$ cat config.mk
export PLATFORM = sky130hd
export DESIGN_NAME = program_sequencer_flat
export DESIGN_NICKNAME = d
export VERILOG_FILES = /design/src/rtl/program_sequencer_pkg.sv /design/src/rtl/program_sequencer_if.sv /design/src/rtl/program_sequencer_instr_decoder.sv /design/src/rtl/program_sequencer.sv /design/src/flat_wrapper.sv
export SDC_FILE = /design/constraint.sdc
export NUM_CORES = 1
export LEC_CHECK = 0
export ABC_AREA = 1
export CAP_MARGIN = 20
export CORE_UTILIZATION = 31
export CTS_BUF_LIST = sky130_fd_sc_hd__clkbuf_4
export CTS_CLUSTER_DIAMETER = 30
export DETAILED_ROUTE_END_ITERATION = 16
export PLACE_DENSITY = 0.73
export SYNTH_ARGS = -nofsm -noshare
export SYNTH_HDL_FRONTEND = slang
export SYNTH_SLANG_ARGS = --single-unit
$ cat constraint.sdc
create_clock -name clk -period 2.52 [get_ports clk]
set_input_delay 0.504 -clock clk [delete_from_list [all_inputs] [get_ports clk]]
set_output_delay 0.504 -clock clk [all_outputs]
set_load 0.02 [all_outputs]
$ cat src/rtl/program_sequencer_pkg.sv
// ---------------------------------------------------------------------------
// program_sequencer_pkg
//   Shared widths, instruction field positions, HALT opcode and the sequencer
//   state encoding. Imported by the interface, the decoder and the top level.
//   Instruction word layout: {opcode[19:16], B[15:8], A[7:0]}.
// ---------------------------------------------------------------------------
package program_sequencer_pkg;

   localparam int ADDR_W  = 4;
   localparam int DATA_W  = 8;
   localparam int OPC_W   = 4;
   localparam int INSTR_W = OPC_W + 2*DATA_W;

   localparam int OPC_MSB = 19;
   localparam int B_MSB   = 15;
   localparam int A_MSB   = 7;

   localparam logic [OPC_W-1:0]  HALT_OPC  = 4'hF;
   localparam logic [ADDR_W-1:0] LAST_ADDR = '1;

   typedef enum logic [2:0] {
      ST_LOAD   = 3'd0,
      ST_FETCH  = 3'd1,
      ST_DECODE = 3'd2,
      ST_ISSUE  = 3'd3,
      ST_WB     = 3'd4,
      ST_HALT   = 3'd5
   } state_t;

endpackage

$ cat src/rtl/program_sequencer_if.sv
// ---------------------------------------------------------------------------
// program_sequencer_if
//   Instruction-memory bus and ALU valid/done handshake between the sequencer
//   (master) and the memory/ALU side (slave).
//   mem_addr/mem_we/mem_wdata : memory address, write enable, write data
//   mem_rdata                 : synchronous read data, 1-cycle latency
//   alu_valid/opcode/a/b      : operation request, held until alu_done
//   alu_done/alu_result       : completion strobe and result
// ---------------------------------------------------------------------------
interface program_sequencer_if;
   import program_sequencer_pkg::*;

   logic [ADDR_W-1:0]  mem_addr;
   logic               mem_we;
   logic [INSTR_W-1:0] mem_wdata;
   logic [INSTR_W-1:0] mem_rdata;

   logic               alu_valid;
   logic [OPC_W-1:0]   alu_opcode;
   logic [DATA_W-1:0]  alu_a;
   logic [DATA_W-1:0]  alu_b;
   logic               alu_done;
   logic [DATA_W-1:0]  alu_result;

   modport master (
      output mem_addr, mem_we, mem_wdata, alu_valid, alu_opcode, alu_a, alu_b,
      input  mem_rdata, alu_done, alu_result
   );

   modport slave (
      input  mem_addr, mem_we, mem_wdata, alu_valid, alu_opcode, alu_a, alu_b,
      output mem_rdata, alu_done, alu_result
   );

endinterface

$ cat src/rtl/program_sequencer_instr_decoder.sv
// ---------------------------------------------------------------------------
// program_sequencer_instr_decoder
//   Purely combinational split of an instruction word into its fields plus a
//   HALT flag. Shared with the disassembler/trace monitor.
//   i_instr   : INSTR_W instruction word
//   o_opcode  : opcode field
//   o_b, o_a  : operand fields
//   o_is_halt : opcode equals HALT_OPC
// ---------------------------------------------------------------------------
module program_sequencer_instr_decoder
   import program_sequencer_pkg::*;
(
   input  logic [INSTR_W-1:0] i_instr,
   output logic [OPC_W-1:0]   o_opcode,
   output logic [DATA_W-1:0]  o_b,
   output logic [DATA_W-1:0]  o_a,
   output logic               o_is_halt
);

   assign o_opcode  = i_instr[OPC_MSB -: OPC_W];
   assign o_b       = i_instr[B_MSB -: DATA_W];
   assign o_a       = i_instr[A_MSB -: DATA_W];
   assign o_is_halt = (o_opcode == HALT_OPC);

endmodule

$ cat src/rtl/program_sequencer.sv
// ---------------------------------------------------------------------------
// program_sequencer
//   Fetch/execute controller between a 16-entry instruction memory and an
//   8-bit ALU. LOAD mode passes user writes through to memory; RUN mode walks
//   pc from 0, issues each decoded instruction to the ALU and publishes the
//   result, stopping on HALT or after the last address.
//   clk, reset        : clock, asynchronous active-low reset
//   op                : 0 = LOAD, 1 = RUN (dropping to 0 aborts a run)
//   write_memory, user_address, in_data : user write port (LOAD only)
//   bus               : memory bus + ALU handshake (master side)
//   result_out        : last committed result
//   result_valid      : one-cycle pulse per committed result
//   pc, busy, halted  : program counter and status
// ---------------------------------------------------------------------------
module program_sequencer
   import program_sequencer_pkg::*;
(
   input  logic                clk,
   input  logic                reset,
   input  logic                op,
   input  logic                write_memory,
   input  logic [ADDR_W-1:0]   user_address,
   input  logic [INSTR_W-1:0]  in_data,
   program_sequencer_if.master bus,
   output logic [DATA_W-1:0]   result_out,
   output logic                result_valid,
   output logic [ADDR_W-1:0]   pc,
   output logic                busy,
   output logic                halted
);

   state_t             r_state;
   state_t             w_next;
   logic [ADDR_W-1:0]  r_pc;
   logic [OPC_W-1:0]   r_ir_opc;
   logic [DATA_W-1:0]  r_ir_b;
   logic [DATA_W-1:0]  r_ir_a;
   logic [DATA_W-1:0]  r_alu_res;
   logic [DATA_W-1:0]  r_result;

   logic [OPC_W-1:0]   w_dec_opc;
   logic [DATA_W-1:0]  w_dec_b;
   logic [DATA_W-1:0]  w_dec_a;
   logic               w_dec_halt;

   // Decodes the memory word arriving this cycle so DECODE can branch on HALT
   // without waiting for the instruction register.
   program_sequencer_instr_decoder u_decoder (
      .i_instr   (bus.mem_rdata),
      .o_opcode  (w_dec_opc),
      .o_b       (w_dec_b),
      .o_a       (w_dec_a),
      .o_is_halt (w_dec_halt)
   );

   // NOTE: sequential state uses non-blocking (<=) so every flop samples the
   // pre-edge values of the others.
   always_ff @(posedge clk or negedge reset) begin
      if (!reset) r_state <= ST_LOAD;
      else        r_state <= w_next;
   end

   // op=0 in any run state aborts straight back to LOAD.
   always_comb begin
      w_next = r_state;
      unique case (r_state)
         ST_LOAD:   if (op) w_next = ST_FETCH;
         ST_FETCH:  w_next = op ? ST_DECODE : ST_LOAD;
         ST_DECODE: begin
            if (!op)            w_next = ST_LOAD;
            else if (w_dec_halt) w_next = ST_HALT;
            else                w_next = ST_ISSUE;
         end
         ST_ISSUE: begin
            if (!op)              w_next = ST_LOAD;
            else if (bus.alu_done) w_next = ST_WB;
         end
         ST_WB: begin
            if (!op)                    w_next = ST_LOAD;
            else if (r_pc == LAST_ADDR) w_next = ST_HALT;
            else                        w_next = ST_FETCH;
         end
         ST_HALT:   if (!op) w_next = ST_LOAD;
         default:   w_next = ST_LOAD;
      endcase
   end

   // NOTE: every output gets a default before the case so no path leaves one
   // unassigned and no latch is inferred.
   always_comb begin
      bus.mem_addr   = r_pc;
      bus.mem_we     = 1'b0;
      bus.mem_wdata  = '0;
      bus.alu_valid  = 1'b0;
      bus.alu_opcode = '0;
      bus.alu_a      = '0;
      bus.alu_b      = '0;
      result_valid   = 1'b0;
      busy           = 1'b0;
      halted         = 1'b0;
      unique case (r_state)
         ST_LOAD: begin
            // Pass-through is gated by reset so all outputs read 0 while held.
            if (reset) begin
               bus.mem_addr  = user_address;
               bus.mem_we    = write_memory;
               bus.mem_wdata = in_data;
            end
         end
         ST_FETCH, ST_DECODE: busy = 1'b1;
         ST_ISSUE: begin
            busy           = 1'b1;
            bus.alu_valid  = 1'b1;
            bus.alu_opcode = r_ir_opc;
            bus.alu_a      = r_ir_a;
            bus.alu_b      = r_ir_b;
         end
         ST_WB: begin
            busy         = 1'b1;
            // An abort sampled in WB suppresses the commit.
            result_valid = op;
         end
         ST_HALT: halted = 1'b1;
         default: ;
      endcase
   end

   always_ff @(posedge clk or negedge reset) begin
      if (!reset) begin
         r_pc      <= '0;
         r_ir_opc  <= '0;
         r_ir_b    <= '0;
         r_ir_a    <= '0;
         r_alu_res <= '0;
         r_result  <= '0;
      end else begin
         case (r_state)
            ST_LOAD:   if (op) r_pc <= '0;
            ST_DECODE: begin
               r_ir_opc <= w_dec_opc;
               r_ir_b   <= w_dec_b;
               r_ir_a   <= w_dec_a;
            end
            ST_ISSUE:  if (op && bus.alu_done) r_alu_res <= bus.alu_result;
            ST_WB: begin
               if (op) begin
                  r_result <= r_alu_res;
                  // Last address halts in place rather than wrapping to 0.
                  if (r_pc != LAST_ADDR) r_pc <= r_pc + ADDR_W'(1);
               end
            end
            default: ;
         endcase
      end
   end

   assign result_out = r_result;
   assign pc         = r_pc;

endmodule

$ cat src/flat_wrapper.sv
// flat-port wrapper written by rule: the top's interface ports become plain ports
module program_sequencer_flat import program_sequencer_pkg::*;
  (clk, reset, op, write_memory, user_address, in_data, result_out, result_valid, pc, busy, halted, bus_mem_addr, bus_mem_we, bus_mem_wdata, bus_alu_valid, bus_alu_opcode, bus_alu_a, bus_alu_b, bus_mem_rdata, bus_alu_done, bus_alu_result);
  program_sequencer_if bus_i ();
  input  logic clk;
  input  logic reset;
  input  logic op;
  input  logic write_memory;
  input  logic [ADDR_W-1:0] user_address;
  input  logic [INSTR_W-1:0] in_data;
  output logic [DATA_W-1:0] result_out;
  output logic result_valid;
  output logic [ADDR_W-1:0] pc;
  output logic busy;
  output logic halted;
  output wire logic [$bits(bus_i.mem_addr)-1:0] bus_mem_addr;
  output wire logic [$bits(bus_i.mem_we)-1:0] bus_mem_we;
  output wire logic [$bits(bus_i.mem_wdata)-1:0] bus_mem_wdata;
  output wire logic [$bits(bus_i.alu_valid)-1:0] bus_alu_valid;
  output wire logic [$bits(bus_i.alu_opcode)-1:0] bus_alu_opcode;
  output wire logic [$bits(bus_i.alu_a)-1:0] bus_alu_a;
  output wire logic [$bits(bus_i.alu_b)-1:0] bus_alu_b;
  input wire logic [$bits(bus_i.mem_rdata)-1:0] bus_mem_rdata;
  input wire logic [$bits(bus_i.alu_done)-1:0] bus_alu_done;
  input wire logic [$bits(bus_i.alu_result)-1:0] bus_alu_result;
  assign bus_mem_addr = bus_i.mem_addr;
  assign bus_mem_we = bus_i.mem_we;
  assign bus_mem_wdata = bus_i.mem_wdata;
  assign bus_alu_valid = bus_i.alu_valid;
  assign bus_alu_opcode = bus_i.alu_opcode;
  assign bus_alu_a = bus_i.alu_a;
  assign bus_alu_b = bus_i.alu_b;
  assign bus_i.mem_rdata = bus_mem_rdata;
  assign bus_i.alu_done = bus_alu_done;
  assign bus_i.alu_result = bus_alu_result;
  program_sequencer u_core (.clk(clk), .reset(reset), .op(op), .write_memory(write_memory), .user_address(user_address), .in_data(in_data), .bus(bus_i), .result_out(result_out), .result_valid(result_valid), .pc(pc), .busy(busy), .halted(halted));
endmodule
Word-level counts from Yosys, hierarchy flattened:

Index checks and enable logic that the tools add are counted.

* add/subtract/negate cells: 1
* equality and inequality tests: 13
* multiplexer cells: 27
* reductions and logical operators: 8

Operators with widths (number)
* two-way mux 20 bit: 2
* two-way mux 3 bit: 8
* two-way mux 4 bit: 6
* one-hot mux 3 bit (6 select lines): 1
* two-way mux 8 bit: 2
* equality test 4 bit (second input constant): 2
* one-hot mux 4 bit (2 select lines): 1
* equality test 3 x 2 -> 1 bit (second input constant): 2
* equality test 3 bit (second input constant): 2
* two-way mux 1 bit: 6
* != test 2 bit (second input constant): 3
* adder 4 x 1 -> 4 bit (second input constant): 1
* != test 4 bit (second input constant): 1
* AND reduction 2 bit: 2
* AND reduction 4 bit: 1
* OR reduction 4 bit: 1
* equality test 3 x 1 -> 1 bit (second input constant): 1
* logical NOT 3 bit: 1
* != test 3 bit (second input constant): 1
* AND reduction 3 bit: 1
* two-way mux 2 bit: 1
* != test 2 x 1 -> 1 bit (second input constant): 1
* nonzero test 2 bit: 1
* logical AND 1 bit: 1

* register bits: 43
* input port bits: 57
* output and inout port bits: 61

Longest topological paths before layout:

* depth after elaboration: 4
* depth in mapped cells: 8
* depth with buffers taken out: 8

By module:

A second synthesis with hierarchy kept.

* cells, all modules: 320
* area, all modules: 2404.8 µm²

Modules (own cells, without submodules)
* program_sequencer: instances 1, cells each 297, area each 2243.4 µm², seq. area each 1076.0 µm²
* program_sequencer_instr_decoder: instances 1, cells each 23, area each 161.4 µm², seq. area each 0.0 µm²

Worst setup path before layout:

No wires, ideal clock.

* path type: register -> output
* from: reg u_core.r_state[0]
* to: out bus_mem_addr[0]
* arrival time: 1.257 ns
* data required time: 2.016 ns
* path slack: 0.759 ns
* stages on the path, launching flop included: 6
* cells stage by stage: dfrtp_1 -> nor2_2 -> nand2_1 -> nor2_1 -> nand2_1 -> o21ai_0

* word-level cells in the longest chain between the ends: 2

Ends and longest elaborated chain
* start: declaration: line program_sequencer.sv:32 `state_t r_state;`
* start signal: assignment: line program_sequencer.sv:60 `else r_state <= w_next;`
* logical NOT 3 bit: line program_sequencer.sv:101 `unique case (r_state)`
* two-way mux 4 bit: line program_sequencer.sv:101
* end: declaration: line flat_wrapper.sv:16 `output wire logic [$bits(bus_i.mem_addr)-1:0] bus_mem_addr;`

Every way passes these cells.

Worst setup path in the final report:

* from: reg u_core.r_state[2]
* to: out bus_alu_b[7]

* word-level cells in the longest chain between the ends: 2

Ends and longest elaborated chain
* equality test 3 x 2 -> 1 bit: line program_sequencer.sv:101
* two-way mux 8 bit: line program_sequencer.sv:101
* end: declaration: line flat_wrapper.sv:22 `output wire logic [$bits(bus_i.alu_b)-1:0] bus_alu_b;`

Every way passes these cells.

==> results summary <==
The run finished with clean final reports. Pin placement for this block handled 118 I/O pins. The remaining routing DRC violations came out at 0. The clock reaches the later pin of the worst-skew pair after 0.34 ns.

The via count came out at 2158. The met1 capacity usage during global routing is 18.0%. The repair_antennas step left the layout with diodes totalling 0. The maximum resistive drop on vdd came out at 0.324 mV. The layout overhead on the synthesized area is 63.2%. Setup repair after global routing left no endpoint under its margin. The accumulated negative setup slack came out at 0 ns. The worst-case clock buffer depth came out at 2. The top-area cell type share of the netlist area is 50.2%. Of the available clock period, the critical path in the final layout requires 95.9%. The post-detailed-route wirelength per cell came out at 11.2 µm.

The cell area that synthesis handed to floorplanning was 0.00214 mm². The count of pins over their slew limit is 0. The final-report hold violation count is 0. TritonCTS built the clock tree. Counting every net in the synthesized netlist gives 356. The met2 capacity usage during global routing is 29.8%. For this block, the routed nets add up to 5520 µm of wire.

The first global-routing pass estimated 9310 µm of wire. The leakage dissipation came out at 1.95 nW. The maximum clock frequency is 414 MHz. The number of nets with antenna violations after detailed routing came out at 0.

The biggest cell delay along the critical path came out at 0.61 ns. The net count of the finished layout is 475. On the final layout, the worst clock skew is 0.0124 ns. Clock tree synthesis selected as its root buffer the cell sky130_fd_sc_hd__clkbuf_4. The worst register-to-register path has a setup slack of 0.98 ns. The overall overflow remaining after global route came out at 0.

By area the synthesized netlist is led by sky130_fd_sc_hd__dfrtp_1, sky130_fd_sc_hd__nand2_1, sky130_fd_sc_hd__nor2_1. The count of warnings emitted by yosys is 0. In this run, the number of DRC markers left after iteration 0 of detailed routing was 83. The areal power density over the cells came out at 868 mW/mm². Ranked by instance count, the synthesized netlist is headed by sky130_fd_sc_hd__nand2_1, sky130_fd_sc_hd__nor2_1, sky130_fd_sc_hd__dfrtp_1. The die extent in x is 85.2 µm.

Yosys mapped a number of flops with a built-in enable equal to 0. Summing the sequential cell areas from Yosys gives 50.2% of the chip area. The clock slew at the register clock pins of the worst setup and hold paths is 0.13 ns. The most common cell in the synthesized netlist is sky130_fd_sc_hd__nand2_1.

The number of maximum-capacitance constraint violations came out at 0. In this run the worst path has a maximum fanout of 22. The TritonCTS buffer count is 5. Setup violations remaining at the end of the flow were counted as 0. met2 is the most crowded layer.

The floorplan step defined a core boundary enclosing 0.00649 mm². The chip height is 85.2 µm. For the finished layout, the period the worst path requires is 2.42 ns. Entering global routing, the biggest net connects 44 pins. The routability congestion estimate from global placement came out at 0.804. The initial core utilization came out at 33.0%. The critical path data required time is 2.02 ns. The relative max-transition margin is 64.2%. The share of post-route cells with drive strength above 1 is 5.98%. The number of flip-flops and latches in the synthesized netlist is 43.

The signal on the critical path passes through inv_2 > nand3_1 > buf_4 > nor2_1 > clkdlybuf4s50_1. The tightest min-delay check is of the flip-flop to flip-flop type. A synthesized cell averages 7.19 µm². The number of placement rows came out at 29. The area of the die is 0.00725 mm².

In the synthesized netlist, the number of instances is 298. After synthesis, the share of flip-flops with an asynchronous set or reset is 100%. The total cell area at the placement stage came out at 0.00341 mm². The final cell area excluding filler cells came out at 0.00350 mm². The critical path is of the flip-flop to primary output type.

The number of detailed-routing iterations run before antenna repair is 4. The depth of the CTS H-tree came out at 2. The initial antenna violation count is 0. The total of hold buffers inserted after clock tree synthesis came out at 0. The overall routing resource usage is 15.9%. The detailed-placement wirelength estimate is 4180 µm. The kind of start point of the critical path is a flip-flop. The actual transition at the worst max-transition pin is 0.536 ns. STA classifies the critical path endpoint as a primary output. The largest total area in the synthesized netlist belongs to sky130_fd_sc_hd__dfrtp_1. The post-place setup slack came out at 0.175 ns.

The slowest library cell on the worst path is sky130_fd_sc_hd__clkdlybuf4s50_1. The met3 track demand over resource came out at 3.79%. The top flip-flop cell by instance count after synthesis is sky130_fd_sc_hd__dfrtp_1. The via density per instance came out at 4.36.

The count of input and output buffers is 117. The number of distinct library cells after synthesis came out at 19. For the worst setup path, the data arrival time is 1.91 ns.

After layout, the worst setup slack is 0.102 ns. The number of global-route vias before repair is 2165. The number of sinks driven by the clock tree is 43.

The number of post-CTS setup repair buffers is 0.
[stage by stage]
step	hold slack, ns	power [W]	utilization, %	instances
after floorplan	0.208	0.00199	-	298
after CTS	0.495	0.00308	53.3	495
after global routing	0.521	0.00330	53.9	495
after global placement	0.455	0.00266	52.5	487
final	0.489	0.00304	53.9	495
after detailed placement	0.463	0.00270	52.5	487
[cells in the final DEF, fill, tap and decap left out, types with 2 or more instances in the layout]
cell                              count
sky130_fd_sc_hd__inv_1               41
sky130_fd_sc_hd__inv_2                3
sky130_fd_sc_hd__nor2_2               2
sky130_fd_sc_hd__clkbuf_4             5
sky130_fd_sc_hd__o21ai_0             30
sky130_fd_sc_hd__dlygate4sd2_1       25
sky130_fd_sc_hd__nand4_1              3
sky130_fd_sc_hd__nor2_1              50
sky130_fd_sc_hd__nand3_1              9
sky130_fd_sc_hd__clkdlybuf4s50_1     78
sky130_fd_sc_hd__a21oi_1              4
sky130_fd_sc_hd__dlymetal6s2s_1      13
sky130_fd_sc_hd__dfrtp_1             43
sky130_fd_sc_hd__o21ai_1              8
sky130_fd_sc_hd__nor2_4               2
sky130_fd_sc_hd__buf_4                7
sky130_fd_sc_hd__nand2_1             87
[final timing paths]
kind	from	end	depth (start not counted)
min	u_core.result_out[3]	u_core.result_out[3]	2
max in group asynchronous	reset	u_core.pc[3]	3
max	u_core.r_state[2]	bus_alu_b[7]	5
max reg2reg	u_core.r_state[2]	u_core.r_alu_res[0]	7
min in group asynchronous	reset	u_core.pc[1]	3
min reg2reg	u_core.result_out[3]	u_core.result_out[3]	2
[worst max-delay path, delay by kind of cell, from the launching register on]
kind	cells	cell delay, ns
buffers and inverters	3	0.94
flip-flops	1	0.45
AND/OR/NAND/NOR	2	0.19
[repair_timing]
item,CTS,global route
pin swaps,0,0
gates resized for setup,26,14
endpoints found under the setup margin,25,17
cloned,0,0
[registers in the layout (all words and copies together) (netlist names)]
name	flops
u_core.r_ir_opc	4
u_core.r_alu_res	8
u_core.pc	4
u_core.r_ir_a	8
u_core.r_state	3
u_core.result_out	8
u_core.r_ir_b	8
[metal layers]
metal	routed length [µm]	up-vias
met4	44	0
met5	0	-
met2	2840	49
li1	-	1140
met1	2400	963
met3	240	6
[where the power goes]
part / total, W / switching, W / internal [W]
Combinational: 0.00150 / 0.000890 / 0.000608
Clock: 0.000433 / 0.000224 / 0.000209
Sequential: 0.00111 / 0.000123 / 0.000982
[final cells by class]
class | instances | area, µm²
Fill cell | 635 | 3000
Timing Repair Buffer | 124 | 1220
Sequential cell | 43 | 1080
Multi-Input combinational cell | 199 | 860
Inverter | 44 | 165
Tap cell | 77 | 96.3
Clock inverter | 3 | 43.8
Clock buffer | 5 | 37.5
[logic make-up after synthesis]
| logic type | Yosys count | share of synthesized area (%) |
|---|---|---|
| AND/OR/NAND/NOR | 155 | 28.9 |
| flip-flops | 43 | 50.2 |
| adder cells (fa/ha/maj) | 1 | 0.584 |
| buffers and inverters | 56 | 10.2 |
| AO/OA/AOI/OAI | 43 | 10.2 |
No activity file was read; power rests on OpenSTA's default activity.
